[src/rtl/sort8_engine.sv]
// sort8_engine: loads a block of DEPTH unsigned elements, bubble-sorts them in
// place with one shared comparator (one compare per cycle), then streams them
// out smallest first. The load and unload sides use valid/ready handshakes.
module sort8_engine #(
    parameter int WIDTH = 8,
    parameter int DEPTH = 8
) (
    input  logic             clk,
    input  logic             rst,
    input  logic             in_valid,
    input  logic [WIDTH-1:0] in_data,
    output logic             in_ready,
    output logic             out_valid,
    output logic [WIDTH-1:0] out_data,
    input  logic             out_ready,
    output logic             busy,
    output logic [5:0]       sort_cycles
);
    localparam int AW = $clog2(DEPTH);
    localparam logic [AW-1:0] LAST_IDX = AW'(DEPTH - 1);
    localparam logic [AW-1:0] LAST_CMP = AW'(DEPTH - 2);

    typedef enum logic [1:0] {
        S_LOAD,
        S_SORT,
        S_OUT
    } state_t;

    state_t state, state_next;

    logic [WIDTH-1:0] mem [DEPTH];
    logic [AW-1:0]    wptr, rptr, j, pass;
    logic             swapped;

    logic [AW-1:0]    j_inc;
    logic [WIDTH-1:0] cmp_a, cmp_b;
    logic             cmp_gt;
    logic             end_of_pass, do_next_pass;
    logic             load_fire, out_fire;

    // Shared comparator, handshake decode and end-of-pass decision.
    always_comb begin
        // NOTE: combinational blocks use blocking '=' so every read sees the
        // value assigned just above it; registers below use '<=' only.
        j_inc        = j + 1'b1;
        cmp_a        = mem[j];
        cmp_b        = mem[j_inc];
        cmp_gt       = (cmp_a > cmp_b);
        load_fire    = (state == S_LOAD) && in_valid;
        out_fire     = (state == S_OUT) && out_ready;
        end_of_pass  = (state == S_SORT) && (j == LAST_CMP);
        do_next_pass = (swapped || cmp_gt) && (pass < LAST_CMP);
    end

    // State register.
    always_ff @(posedge clk) begin
        if (rst) state <= S_LOAD;
        else     state <= state_next;
    end

    // Next-state logic and state-decoded outputs.
    always_comb begin
        // NOTE: every output gets a default before the case so no path leaves
        // a signal unassigned, which would otherwise infer a latch.
        state_next = state;
        in_ready   = 1'b0;
        out_valid  = 1'b0;
        busy       = 1'b0;
        out_data   = mem[rptr];
        case (state)
            S_LOAD: begin
                in_ready = 1'b1;
                if (load_fire && (wptr == LAST_IDX)) state_next = S_SORT;
            end
            S_SORT: begin
                busy = 1'b1;
                if (end_of_pass && !do_next_pass) state_next = S_OUT;
            end
            S_OUT: begin
                out_valid = 1'b1;
                if (out_fire && (rptr == LAST_IDX)) state_next = S_LOAD;
            end
            default: state_next = S_LOAD;
        endcase
    end

    // Pointers, pass bookkeeping and the sort-latency counter.
    always_ff @(posedge clk) begin
        if (rst) begin
            wptr        <= '0;
            rptr        <= '0;
            j           <= '0;
            pass        <= '0;
            swapped     <= 1'b0;
            sort_cycles <= '0;
        end else begin
            case (state)
                S_LOAD: begin
                    if (load_fire) begin
                        if (wptr == LAST_IDX) begin
                            wptr        <= '0;
                            j           <= '0;
                            pass        <= '0;
                            swapped     <= 1'b0;
                            sort_cycles <= '0;
                        end else begin
                            wptr <= wptr + 1'b1;
                        end
                    end
                end
                S_SORT: begin
                    if (sort_cycles != 6'd63) sort_cycles <= sort_cycles + 6'd1;
                    if (cmp_gt) swapped <= 1'b1;
                    if (!end_of_pass) begin
                        j <= j_inc;
                    end else if (do_next_pass) begin
                        pass    <= pass + 1'b1;
                        j       <= '0;
                        swapped <= 1'b0;
                    end else begin
                        rptr <= '0;
                    end
                end
                S_OUT: begin
                    if (out_fire) begin
                        if (rptr == LAST_IDX) begin
                            rptr <= '0;
                            wptr <= '0;
                        end else begin
                            rptr <= rptr + 1'b1;
                        end
                    end
                end
                default: ;
            endcase
        end
    end

    // Element storage: written on load, swapped in place during the sort.
    always_ff @(posedge clk) begin
        // NOTE: the storage array is deliberately not reset; its contents are
        // meaningless until a full block has been loaded.
        if (load_fire) begin
            mem[wptr] <= in_data;
        end else if ((state == S_SORT) && cmp_gt) begin
            mem[j]     <= cmp_b;
            mem[j_inc] <= cmp_a;
        end
    end

endmodule

[config.mk]
export PLATFORM = sky130hd
export DESIGN_NAME = sort8_engine
export DESIGN_NICKNAME = d
export VERILOG_FILES = /design/src/rtl/sort8_engine.sv
export SDC_FILE = /design/constraint.sdc
export NUM_CORES = 1
export LEC_CHECK = 0
export ABC_CLOCK_PERIOD_IN_PS = 4000
export CAP_MARGIN = 15
export CELL_PAD_IN_SITES_DETAIL_PLACEMENT = 1
export CELL_PAD_IN_SITES_GLOBAL_PLACEMENT = 1
export CORE_ASPECT_RATIO = 1.75
export CORE_UTILIZATION = 30
export CTS_CLUSTER_DIAMETER = 100
export DETAILED_ROUTE_END_ITERATION = 16
export PLACE_DENSITY = 0.61
export SYNTH_ARGS = -nofsm -noshare
export SYNTH_HDL_FRONTEND = slang
export SYNTH_SLANG_ARGS = --single-unit
export TNS_END_PERCENT = 50
[constraint.sdc]
create_clock -name clk -period 4 [get_ports clk]
set_input_delay 1.2 -clock clk [delete_from_list [all_inputs] [get_ports clk]]
set_output_delay 1.2 -clock clk [all_outputs]
set_load 0.05 [all_outputs]
Word-level counts from Yosys, hierarchy flattened. Memories as Yosys holds them, arrays and structs flattened. A register that Yosys moved wholly into a read port is not among the register bits. Cells that the tools add are included.

Bits in registers: 21. Bits in writable memories: 64. Input bits: 12. Output and inout port bits: 17. Memories: 1.

Memories: mem (words 8, width 8, read ports 3, clocked after Yosys merged registers in 2, wr ports 2, RTL line 31) `logic [WIDTH-1:0] mem [DEPTH];`.

Add/sub/neg operators: 5. Magnitude comparators: 2. Equality and inequality tests: 18. Muxes and demuxes: 47. Reduce and logical (&&, ||, !) cells: 22.

Operators with widths (number): 3-bit two-way mux (19); 3-bit case mux with 2 select lines (4); 6-bit two-way mux (3); 4-bit AND reduction (4); 1-bit two-way mux (14); 3-bit by 1-bit adder with 3-bit output (second input constant) (4); 2-bit by 1-bit inequality test with 1-bit output (second input constant) (6); 6-bit case mux with 2 select lines (1); 2-bit inequality test (second input constant) (5); 3-bit equality test (second input constant) (3); 8-bit greater-than comparator (1); 1-bit logical AND (8); 8-bit two-way mux (1); 8-bit OR reduction (1); 6-bit by 1-bit adder with 6-bit output (second input constant) (1); 2-bit two-way mux (3); 6-bit inequality test (second input constant) (1); 2-bit case mux with 3 select lines (1); 3-bit AND reduction (2); 2-bit nonzero test (3); 5-bit AND reduction (1); 3-bit less-than comparator (second input constant) (1); 3-bit inequality test (second input constant) (1); 2-bit by 1-bit equality test with 1-bit output (second input constant) (1); other kinds (5) (5).

Depth between registers and ports, before layout. An unclocked memory read counts as a cell.

Depth in word-level cells: 10. Depth in mapped cells: 19.

Least setup slack after synthesis. OpenSTA, ideal clock, no wires.

Path type: register to register. Start: register j[0]. End: memory mem[0][0] (enable). Library setup time: 374 ps. Arrival time: 4003 ps. Required time: 3626 ps. Setup slack: -377 ps. Stages on the path, launching flop included: 19. Clock period less this slack: 4377 ps. Cell sequence: dfxtp_1 buf_4 buf_4 buf_2 inv_1 ha_1 buf_2 buf_2 mux4_2 nand2_1 nand2_1 ha_1 nor2b_1 o211ai_1 a21o_1 a211o_4 buf_6 o32a_2 o21ai_1.

RTL lines: from (decl) (RTL line 32) `logic [AW-1:0] wptr, rptr, j, pass;`; from (signal assigned) (RTL line 115) `j <= j_inc;`; to (decl) (RTL line 31).

==> impl_results.md <==
* Synth Instances at 437
* Dpl ws at -205 ps
* Fin worst setup slack at roughly 130 ps
* Final std cells w/o fill at 751
* Clock skew at approximately 12 ps
* Crit-path leading delay family: compound AO/OA/AOI/OAI gates
* Die Y at around 190 um
* Final Util at 37.6%
* Hold/Removal Path Class: reg2reg
* Share of layout cells above drive strength 1 at 32.7%
* Wirelength per Cell at approximately 25 um
* Worst vdd rail ir drop at around 230 uV
* R2R cell count at 13
* Actual slew at the worst max-slew pin at around 670 ps
* Worst R2R Start: j[0]$_SDFFE_PP0P_
* Final wirelength at about 19000 um
* Synth Area per Inst at ~13 um2
* Row cnt at 67
* DRC at 0
* CTS HTree Levels at 3
* Buf/Inv on CP at 4
* P_leak at 2.88 nW
* Net count after synthesis at 465
* Total core area at roughly 0.019 mm2
* Largest stage delay on the critical path at 410 ps
* Vias in the first global route at 4760
* Gpl congestion at around 0.9
* Worst EP arrival at 3930 ps
* Stages on worst setup path at 13
* Main synth FF type: edfxtp_1
* Yosys reg bits at 91
* Fmax at 259 MHz
* R2R Setup Slk at between 100 and 150 ps
* Latest clock arrival within the worst-skew pair at roughly 350 ps
* Total GRT Usage at between 15 and 20%
* Global-route wire length before repair at 28800 um
* Hold depth at 2
* Final hold vios at 0
* Num CTS Buffers at 9
* Multi-input gate area in the final layout at 0.00324 mm2
* Seq/Total Area, Yosys at 42.3%
* CTS clk-pin slew, worst paths at roughly 70 ps
* MaxCap Viol Count at 0
* Maximum number of pins on one net before global-route repair at 27
* Count of different cell masters after synthesis at 50
* Grt ovf at 0
* Nets at 533
* Buffers added on ports at 28
* PD cells at 296 mW/mm2
* Outcome: completed
* Post-synth EDFFs at 64
* Hold Crit Endpoint: pass[2]$_SDFFE_PP0P_
* Initial antenna violation count at 0
* Number of fill cells at 2027
* CP max-delay cell: a211o_4
* Routed Antenna Nets at 0
* Startpoint types: flop
* Final Slew Violations at 0
* Area growth, synth to finish at 23.7%
* Die Wd at 107 um
* Async set or reset register ratio after synthesis at 0%
* Critical path peak fanout at 7
* HP Start: pass[2]$_SDFFE_PP0P_
* # setup viols final at 0
* Tmin final at 3870 ps
* Worst Path Required at 4060 ps
* Reg-to-reg endpoint: mem[1][1]$_DFFE_PP_
* Sequential Area at 0.00246 mm2
* 1st-pass router iterations at 4
* Placed insts at 720
* Mapped Area at 0.00582 mm2
* Io pins at 29
* Num Clock Sinks at 91
* DR vias at 4229
* Critical path cell sequence: inv_1 > ha_1 > buf_4 > mux4_2 > mux2i_1 > ha_1 > nand4_1 > buf_4 > a21o_1 > a211o_4 > o32a_2 > o21ai_4 > buf_4
* Rel. slew slack at 54.8%
* CP endpoint kind: flop
* Via/cell ratio at between 5 and 6
* Setup CP Type: reg2reg
* Most used cell, CP: buf_4
* Initial core utilization at 30.4%
* CTS tree: yes
* Ys Warns at 0
* Ant diodes at 0
* Initial DRC count at between 150 and 200
* CTS root buffer: clkbuf_16
* DP HPWL at 13800 um
* Tcrit/Tclk final at 96.7%
* DIE AREA at ~0.020 mm2
* Deepest clock path buffer count at 2
worst register-to-register path: stages (launching register included):
cell and delay (ps):
dfxtp_1 380, inv_1 100, ha_1 390, buf_4 230, mux4_2 320, mux2i_1 270, ha_1 200, nand4_1 100
buf_4 170, a21o_1 220, a211o_4 410, o32a_2 400, o21ai_4 190, buf_4 200
stage by stage:
stage	power, mW	setup TNS, ps	instance area, um2	hold WS [ps]
finish	2.13	0	7200	493
global route	2.20	-2.90	7200	535
CTS	2.14	0	7130	498
detailed placement	1.26	-4430	6710	488
global placement	1.25	-3850	6710	473
floorplan	1.18	0	5940	442
registers in the layout, summed over array words and instances, names as in the netlist, named ones only:
signal / count
pass: 3
mem: 64
swapped: 1
j: 3
state: 2
rptr: 3
sort_cycles: 6
wptr: 3
report_power, final:
part | switching [mW] | internal, mW
clock network | 0.393 | 0.490
logic | 0.118 | 0.0976
registers | 0.0118 | 1.02
total | 0.523 | 1.61
synthesized netlist by cell type (2+ instances only):
master / count / area share [%]
a211oi_1: 4 / 0.52
a21o_1: 4 / 0.52
a21oi_1: 15 / 1.3
a22oi_1: 3 / 0.39
a311oi_1: 2 / 0.30
a31oi_1: 2 / 0.22
a32oi_1: 2 / 0.30
and2_1: 2 / 0.22
and3_1: 3 / 0.32
buf_1: 3 / 0.19
buf_2: 15 / 1.3
buf_4: 5 / 0.65
clkbuf_1: 6 / 0.39
dfxtp_1: 27 / 9.3
edfxtp_1: 64 / 33
ha_1: 16 / 3.4
inv_1: 21 / 1.4
mux2_2: 12 / 2.3
mux2_4: 4 / 1.0
mux2i_1: 82 / 14
mux4_2: 48 / 19
nand2_1: 11 / 0.71
nand2b_1: 5 / 0.54
nand3_1: 9 / 0.77
nand4_1: 9 / 0.97
nor2_1: 19 / 1.2
nor3_1: 4 / 0.34
o21ai_0: 3 / 0.26
o21ai_1: 8 / 0.69
o32a_2: 4 / 0.77
or2_2: 2 / 0.22
or4_1: 2 / 0.26
xor2_1: 4 / 0.60
routing by layer:
| layer | track usage, % | routed length (um) |
|---|---|---|
| met4 | 9.15 | 666 |
| met2 | 39.4 | 10800 |
| met5 | 0 | 0 |
| met3 | 2.26 | 578 |
| met1 | 20.6 | 6640 |
worst max-delay path by stage:
stage / start / to
floorplan: j[0]$_SDFFE_PP0P_ / mem[0][0]$_DFFE_PP_
global placement: j[0]$_SDFFE_PP0P_ / mem[7][3]$_DFFE_PP_
detailed placement: j[0]$_SDFFE_PP0P_ / mem[7][3]$_DFFE_PP_
CTS: j[0]$_SDFFE_PP0P_ / mem[2][6]$_DFFE_PP_
global route: j[0]$_SDFFE_PP0P_ / flop
finish: j[0]$_SDFFE_PP0P_ / mem[1][1]$_DFFE_PP_
layout by cell type, fill, tap and decap left out, drive strengths merged, types with 11 or more instances in the layout:
master,count
inv,23
mux2i,83
edfxtp,64
mux2,16
nor2,19
nand2,11
buf,65
dfxtp,27
o21ai,11
mux4,48
ha,16
clkdlybuf4s50,22
a21oi,15
what timing repair did:
item / in CTS / in global routing
buffers inserted: 10 / 5
pin swaps: 5 / 4
hold endpoints to repair: 0 / 0
gates resized for setup: 5 / 1
hold buffers: 0 / 0
setup endpoints to repair: 88 / 105
area by class of cell:
| type | count | share of cell area (%) |
|---|---|---|
| tap | 241 | 4.19 |
| multi-input combinational | 294 | 45.0 |
| sequential | 91 | 34.2 |
| clock inverter | 7 | 1.06 |
| inverter | 22 | 1.15 |
| clock buffer | 9 | 3.13 |
| timing repair buffer | 87 | 11.3 |
cell families after synthesis:
family          after synthesis  synth area share, %
xor+xnor                      6                 1.03
compound gates               55                 6.58
mux                         147                 36.4
fa+ha+maj                    16                 3.44
simple gates                 70                 6.06
buf+inv                      52                 4.13
flops                        91                 42.3
Power figures use the tool's default switching activity.
==> RTL edit 1, RTL diff (same flow settings) <==
Change the parameter `DEPTH` from 8 to 16.
--- a/src/rtl/sort8_engine.sv
+++ b/src/rtl/sort8_engine.sv
@@ -4,5 +4,5 @@
 module sort8_engine #(
     parameter int WIDTH = 8,
-    parameter int DEPTH = 8
+    parameter int DEPTH = 16
 ) (
     input  logic             clk,
Formal check against the unedited RTL: not equivalent (a bounded check fails within 10 cycles, from zero or initial values and one cycle with rst high).
==> RTL edit 1 against the original RTL <==
  * Design area rose by 85%
  * Synthesized area rose by 83%
  * Sequential cell count rose by 70
  * Setup slack got worse by 0.076 ns
  * Synthesized cell count rose by 80%
  * Wire length rose by 110%
  * Count of clock-buffer cells in the layout rose by 8
  * Power rose by 84%
  * Largest power group unchanged
  * Critical endpoint is now mem[0][2]
  * Non-clock buffer count rose by 58
==> RTL edit 1: results (changes against the original RTL) <==
{| class="wikitable"
! Metric !! Value
|-
| Status || finished, final reports clean
|-
| Most used standard cells in the synthesized netlist || sky130_fd_sc_hd__mux2i_1 (138), sky130_fd_sc_hd__edfxtp_1 (128), sky130_fd_sc_hd__mux4_2 (104), sky130_fd_sc_hd__nand2_1 (50), sky130_fd_sc_hd__nand3_1 (38)
|-
| Reg2Reg Capture Point || mem[0][2]
|-
| Share of cell area taken by multi-input logic gates || 45.3% (+0.29 points)
|-
| Metal-1 WL || 13100 um (+98%)
|-
| GRT Resource Usage Total || 21.9% (+2.0 points)
|-
| Worst EP arrival || 4.14 ns (+0.21 ns)
|-
| Wire length of the first global-routing pass || 54800 um (+90%)
|-
| End point of the most critical hold path || pass[3]
|-
| Via count of the first global-routing pass || 8237 (+73%)
|-
| Sum of met2 wire segment lengths after detailed routing || 22000 um (+100%)
|-
| Initial DRC count || 548 (+200%)
|-
| Maximum number of pins on one net before global-route repair || 33 (+22%)
|-
| First-pass detailed-route iteration total || 5 (+1)
|-
| CTS resizes || 7 (+2)
|-
| Clock latency at the later pin of the worst-skew pair || 0.45 ns (+0.10 ns)
|-
| Count of buffers added by post-CTS timing repair for setup || 5 (-5)
|-
| Comb_multi_in || 532 (+81%)
|-
| Layout clock area frac || 4.65% (+0.46 points)
|-
| H-tree levels || 4 (+1)
|-
| Share of cells above drive strength 1 || 37.6% (+4.9 points)
|-
| Count of inverters not on the clock network in the layout || 21 (-4.5%)
|-
| Met1 routing resource usage after global routing || 22.5% (+1.9 points)
|-
| Number of unique standard cell types used by synthesis || 59 (+18%)
|-
| Origin of the worst min-delay path || pass[3]
|-
| Net count after synthesis || 814 (+75%)
|-
| Worst-case clock skew || 0.0110 ns (-0.000772 ns)
|-
| Total clock sinks || 161 (+77%)
|-
| Met3 wire len || 1650 um (+190%)
|-
| Total vias in the final route || 7772 (+84%)
|-
| Peak supply drop || 0.190 mV (-19%)
|-
| Fraction of area in non-clock buffers || 11.2% (-0.13 points)
|-
| Slew at the pin closest to its max-slew limit || 0.965 ns (+0.296 ns)
|-
| Number of inserted filler cells in the final layout || 3715 (+83%)
|-
| Final RePlAce weighted congestion || 0.873 (-3.2%)
|-
| Post-placement cell area || 0.0122 sq mm (+82%)
|-
| Footprint of the flip-flops and latches || 0.00451 sq mm (+83%)
|-
| Hpwl dp || 27600 um (+99%)
|-
| Routed Wire Length || 39500 um (+110%)
|-
| Largest fanout on the critical path || 12 (+5)
|-
| EDFF count, synth || 128 (+100%)
|-
| Net count of the finished layout || 907 (+70%)
|-
| Leakage power summed over all cells || 5.16 nW (+79%)
|}
RTL edit 1: changes by cell type after synthesis, moves of 7 or more:
cell / unedited run / this run
sky130_fd_sc_hd__o211ai_1: 1 / 8
sky130_fd_sc_hd__clkbuf_1: 6 / 17
sky130_fd_sc_hd__o221ai_1: 1 / 12
sky130_fd_sc_hd__nor2_1: 19 / 27
sky130_fd_sc_hd__o21ai_2: 0 / 8
sky130_fd_sc_hd__mux2i_1: 82 / 138
sky130_fd_sc_hd__o21ai_1: 8 / 0
sky130_fd_sc_hd__edfxtp_1: 64 / 128
sky130_fd_sc_hd__mux4_2: 48 / 104
sky130_fd_sc_hd__buf_6: 1 / 11
sky130_fd_sc_hd__nand2_1: 11 / 50
sky130_fd_sc_hd__nand3_1: 9 / 38
sky130_fd_sc_hd__buf_2: 15 / 32
RTL edit 1: kinds of logic after synthesis:
family	synth area share, %
compound gates	5.98
xor+xnor	0.658
simple gates	7.11
flops	42.3
buf+inv	4.96
mux	37.0
fa+ha+maj	2.00
RTL edit 1: worst max-delay path by stage:
stage / from / end / slack [ns] / cells past startpoint
global route: j[0] / mem[10][5] / -0.04 / 16
finish: j[0] / mem[0][2] / 0.06 / 16
CTS: j[0] / mem[6][4] / 0.01 / 16
detailed placement: j[0] / mem[10][6] / -0.19 / 13
global placement: j[1] / mem[11][3] / -0.18 / 16
floorplan: j[0] / mem[10][0] / -0.02 / 17
RTL edit 1: worst max-delay path, cell delays in order, from the launching register on:
cell and delay, ns:
sky130_fd_sc_hd__dfxtp_4 0.40, sky130_fd_sc_hd__inv_8 0.05, sky130_fd_sc_hd__ha_4 0.32, sky130_fd_sc_hd__buf_12 0.17, sky130_fd_sc_hd__mux4_2 0.51, sky130_fd_sc_hd__nand2_1 0.08, sky130_fd_sc_hd__nand3_1 0.15, sky130_fd_sc_hd__o221ai_4 0.13
sky130_fd_sc_hd__ha_4 0.24, sky130_fd_sc_hd__nor2b_1 0.13, sky130_fd_sc_hd__o211ai_1 0.24, sky130_fd_sc_hd__a21oi_2 0.12, sky130_fd_sc_hd__o211a_4 0.29, sky130_fd_sc_hd__buf_4 0.16, sky130_fd_sc_hd__buf_6 0.17, sky130_fd_sc_hd__mux2_2 0.38
sky130_fd_sc_hd__mux2i_1 0.12
RTL edit 1: through the flow:
| step | cells | hold slack, ns |
|---|---|---|
| 2_1_floorplan | 785 | 0.426 |
| 3_3_place_gp | 1298 | 0.434 |
| 3_5_place_dp | 1298 | 0.442 |
| 4_1_cts | 1335 | 0.453 |
| 5_1_grt | 1356 | 0.480 |
| 6_report | 1356 | 0.449 |
RTL edit 1: power by group:
part / internal (W) / switching (W) / total (W)
logic: 0.000138 / 0.000188 / 0.000326
clock network: 0.00100 / 0.000767 / 0.00177
registers: 0.00182 / 0.0000143 / 0.00183
==> RTL edit 2, RTL diff (same settings) <==
Made on the original files. Reset style: asynchronous (`rst`), changed in 2 clocked blocks.
--- a/src/rtl/sort8_engine.sv
+++ b/src/rtl/sort8_engine.sv
@@ -54,5 +54,5 @@
 
     // State register.
-    always_ff @(posedge clk) begin
+    always_ff @(posedge clk or posedge rst) begin
         if (rst) state <= S_LOAD;
         else     state <= state_next;
@@ -86,5 +86,5 @@
 
     // Pointers, pass bookkeeping and the sort-latency counter.
-    always_ff @(posedge clk) begin
+    always_ff @(posedge clk or posedge rst) begin
         if (rst) begin
             wptr        <= '0;
Formal check against the unedited RTL: differs if rst is asserted again (counterexample within 4 cycles, from zero or initial values and one cycle with rst high); with rst held inactive, the same outputs for 10 cycles.
==> RTL edit 2 against the original RTL <==
  * Wire length is 2.3% lower
  * Critical path depth is 1 higher
  * Clock skew down 0.0015 ns
  * Design area fell by 0.54%
  * Synthesized area grew 0.97%
  * Sequential cell count is 6 lower
  * Setup slack better by 0.017 ns
  * Critical endpoint is now mem[3][6]
  * Largest cell class unchanged
Power is not compared: it rests on default switching activity, and its combinational part moved more than twofold at a synthesized area within 25%.
==> RTL edit 2: results (changes against the original RTL) <==
{| class="wikitable"
! Metric !! Value
|-
| Hpwl dp || 13600 um (-1.3%)
|-
| Via count of the first global-routing pass || 4681 (-1.7%)
|-
| Wire length of the first global-routing pass || 27900 um (-3.2%)
|-
| Net count of the finished layout || 529 (-0.75%)
|-
| Final standard cell count with taps included and fillers excluded || 747 (-0.53%)
|-
| Count of buffers added by post-CTS timing repair for setup || 4 (-6)
|-
| Net count after synthesis || 444 (-4.5%)
|-
| Initial DRC count || 175 (-3.3%)
|-
| Top post-synthesis cells by area || sky130_fd_sc_hd__edfxtp_1 (33%), sky130_fd_sc_hd__mux2i_1 (14%), sky130_fd_sc_hd__mux4_2 (12%)
|-
| Reg2Reg Capture Point || mem[3][6]
|-
| Post-synthesis async set-or-reset flop share || 24.7% (+25 points)
|-
| Status || finished, final reports clean
|-
| Max stage delay cell, worst path || sky130_fd_sc_hd__dfrtp_2
|-
| Average size of a mapped cell || 14.1 sq um (+6.1%)
|-
| Worst Hold Margin || 0.520 ns (+0.0269 ns)
|-
| Share of cells above drive strength 1 || 32.6% (-0.14 points)
|-
| Sequential cell area fraction in the yosys report || 41.7% (-0.66 points)
|-
| Origin of the worst min-delay path || pass[0]
|-
| Number of unique standard cell types used by synthesis || 56 (+12%)
|-
| Number of instances in the placed design || 722 (+0.28%)
|-
| Most used standard cells in the synthesized netlist || sky130_fd_sc_hd__mux2i_1 (81), sky130_fd_sc_hd__edfxtp_1 (64), sky130_fd_sc_hd__mux4_2 (31), sky130_fd_sc_hd__dfrtp_1 (21), sky130_fd_sc_hd__inv_1 (21)
|-
| Reg-to-reg setup timing slack || 0.15 ns (+0.02 ns)
|-
| Worst reg2reg startpoint || j[0]
|-
| Number of inserted filler cells in the final layout || 1983 (-2.2%)
|-
| Worst-case setup slack after placement || -0.332 ns (-0.127 ns)
|-
| Final RePlAce weighted congestion || 0.852 (-5.5%)
|-
| Maximum number of pins on one net before global-route repair || 22 (-19%)
|-
| CTS resizes || 1 (-4)
|-
| WHS Path Cells || 1 (-1)
|-
| Largest fanout on the critical path || 15 (+8)
|}
-- RTL edit 2: cell count changes after synthesis, sizes merged, moves of 5 or more --
cell,before,now
a21oi,15,10
a31oi,2,8
buf,24,16
dfrtp,0,21
dfxtp,27,0
nand4,9,3
-- RTL edit 2: worst max-delay path by stage --
stage,endpoint,slack [ns],cells after the start,start
2_1_floorplan,mem[5][0],-0.13,13,j[0]
3_3_place_gp,mem[4][0],-0.23,12,j[0]
3_5_place_dp,mem[4][5],-0.33,13,j[0]
4_1_cts,mem[0][4],0.05,13,j[0]
5_1_grt,mem[1][0],-0.01,15,j[0]
6_report,mem[3][6],0.15,14,j[0]
-- RTL edit 2: routing by layer --
metal  GRT usage, %  vias up  wire length [um]
met5              0        -                 0
met4           9.59        0               765
met1           19.9     2145              6560
met3           2.37       39               470
met2           36.6       92             10500
li1               -     1850                 -
-- RTL edit 2: logic make-up (layout without fill, tap and decap cells) --
family	Yosys count	in the layout	share of synthesized area (%)
compound gates	52	52	5.67
xor+xnor	5	5	0.873
fa+ha+maj	16	16	3.41
buf+inv	46	136	4.56
flops	85	85	41.7
mux	147	147	37.1
simple gates	65	65	6.73
-- RTL edit 2: where the power goes --
part	internal, W	total, W	leakage, nW	switching, W
Sequential	0.00116	0.00139	0.841	0.000225
Combinational	0.00182	0.00392	2.11	0.00210
Clock	0.000487	0.000861	0.142	0.000375
-- RTL edit 2: layout make-up --
type / instances / area [sq um] / area share, %
Timing Repair Buffer: 96 / 808 / 11.3
Clock inverter: 7 / 72.6 / 1.01
Inverter: 24 / 90.1 / 1.26
Clock buffer: 9 / 225 / 3.15
Multi-Input combinational cell: 285 / 3210 / 44.9
Sequential cell: 85 / 2450 / 34.2
Tap cell: 241 / 302 / 4.21
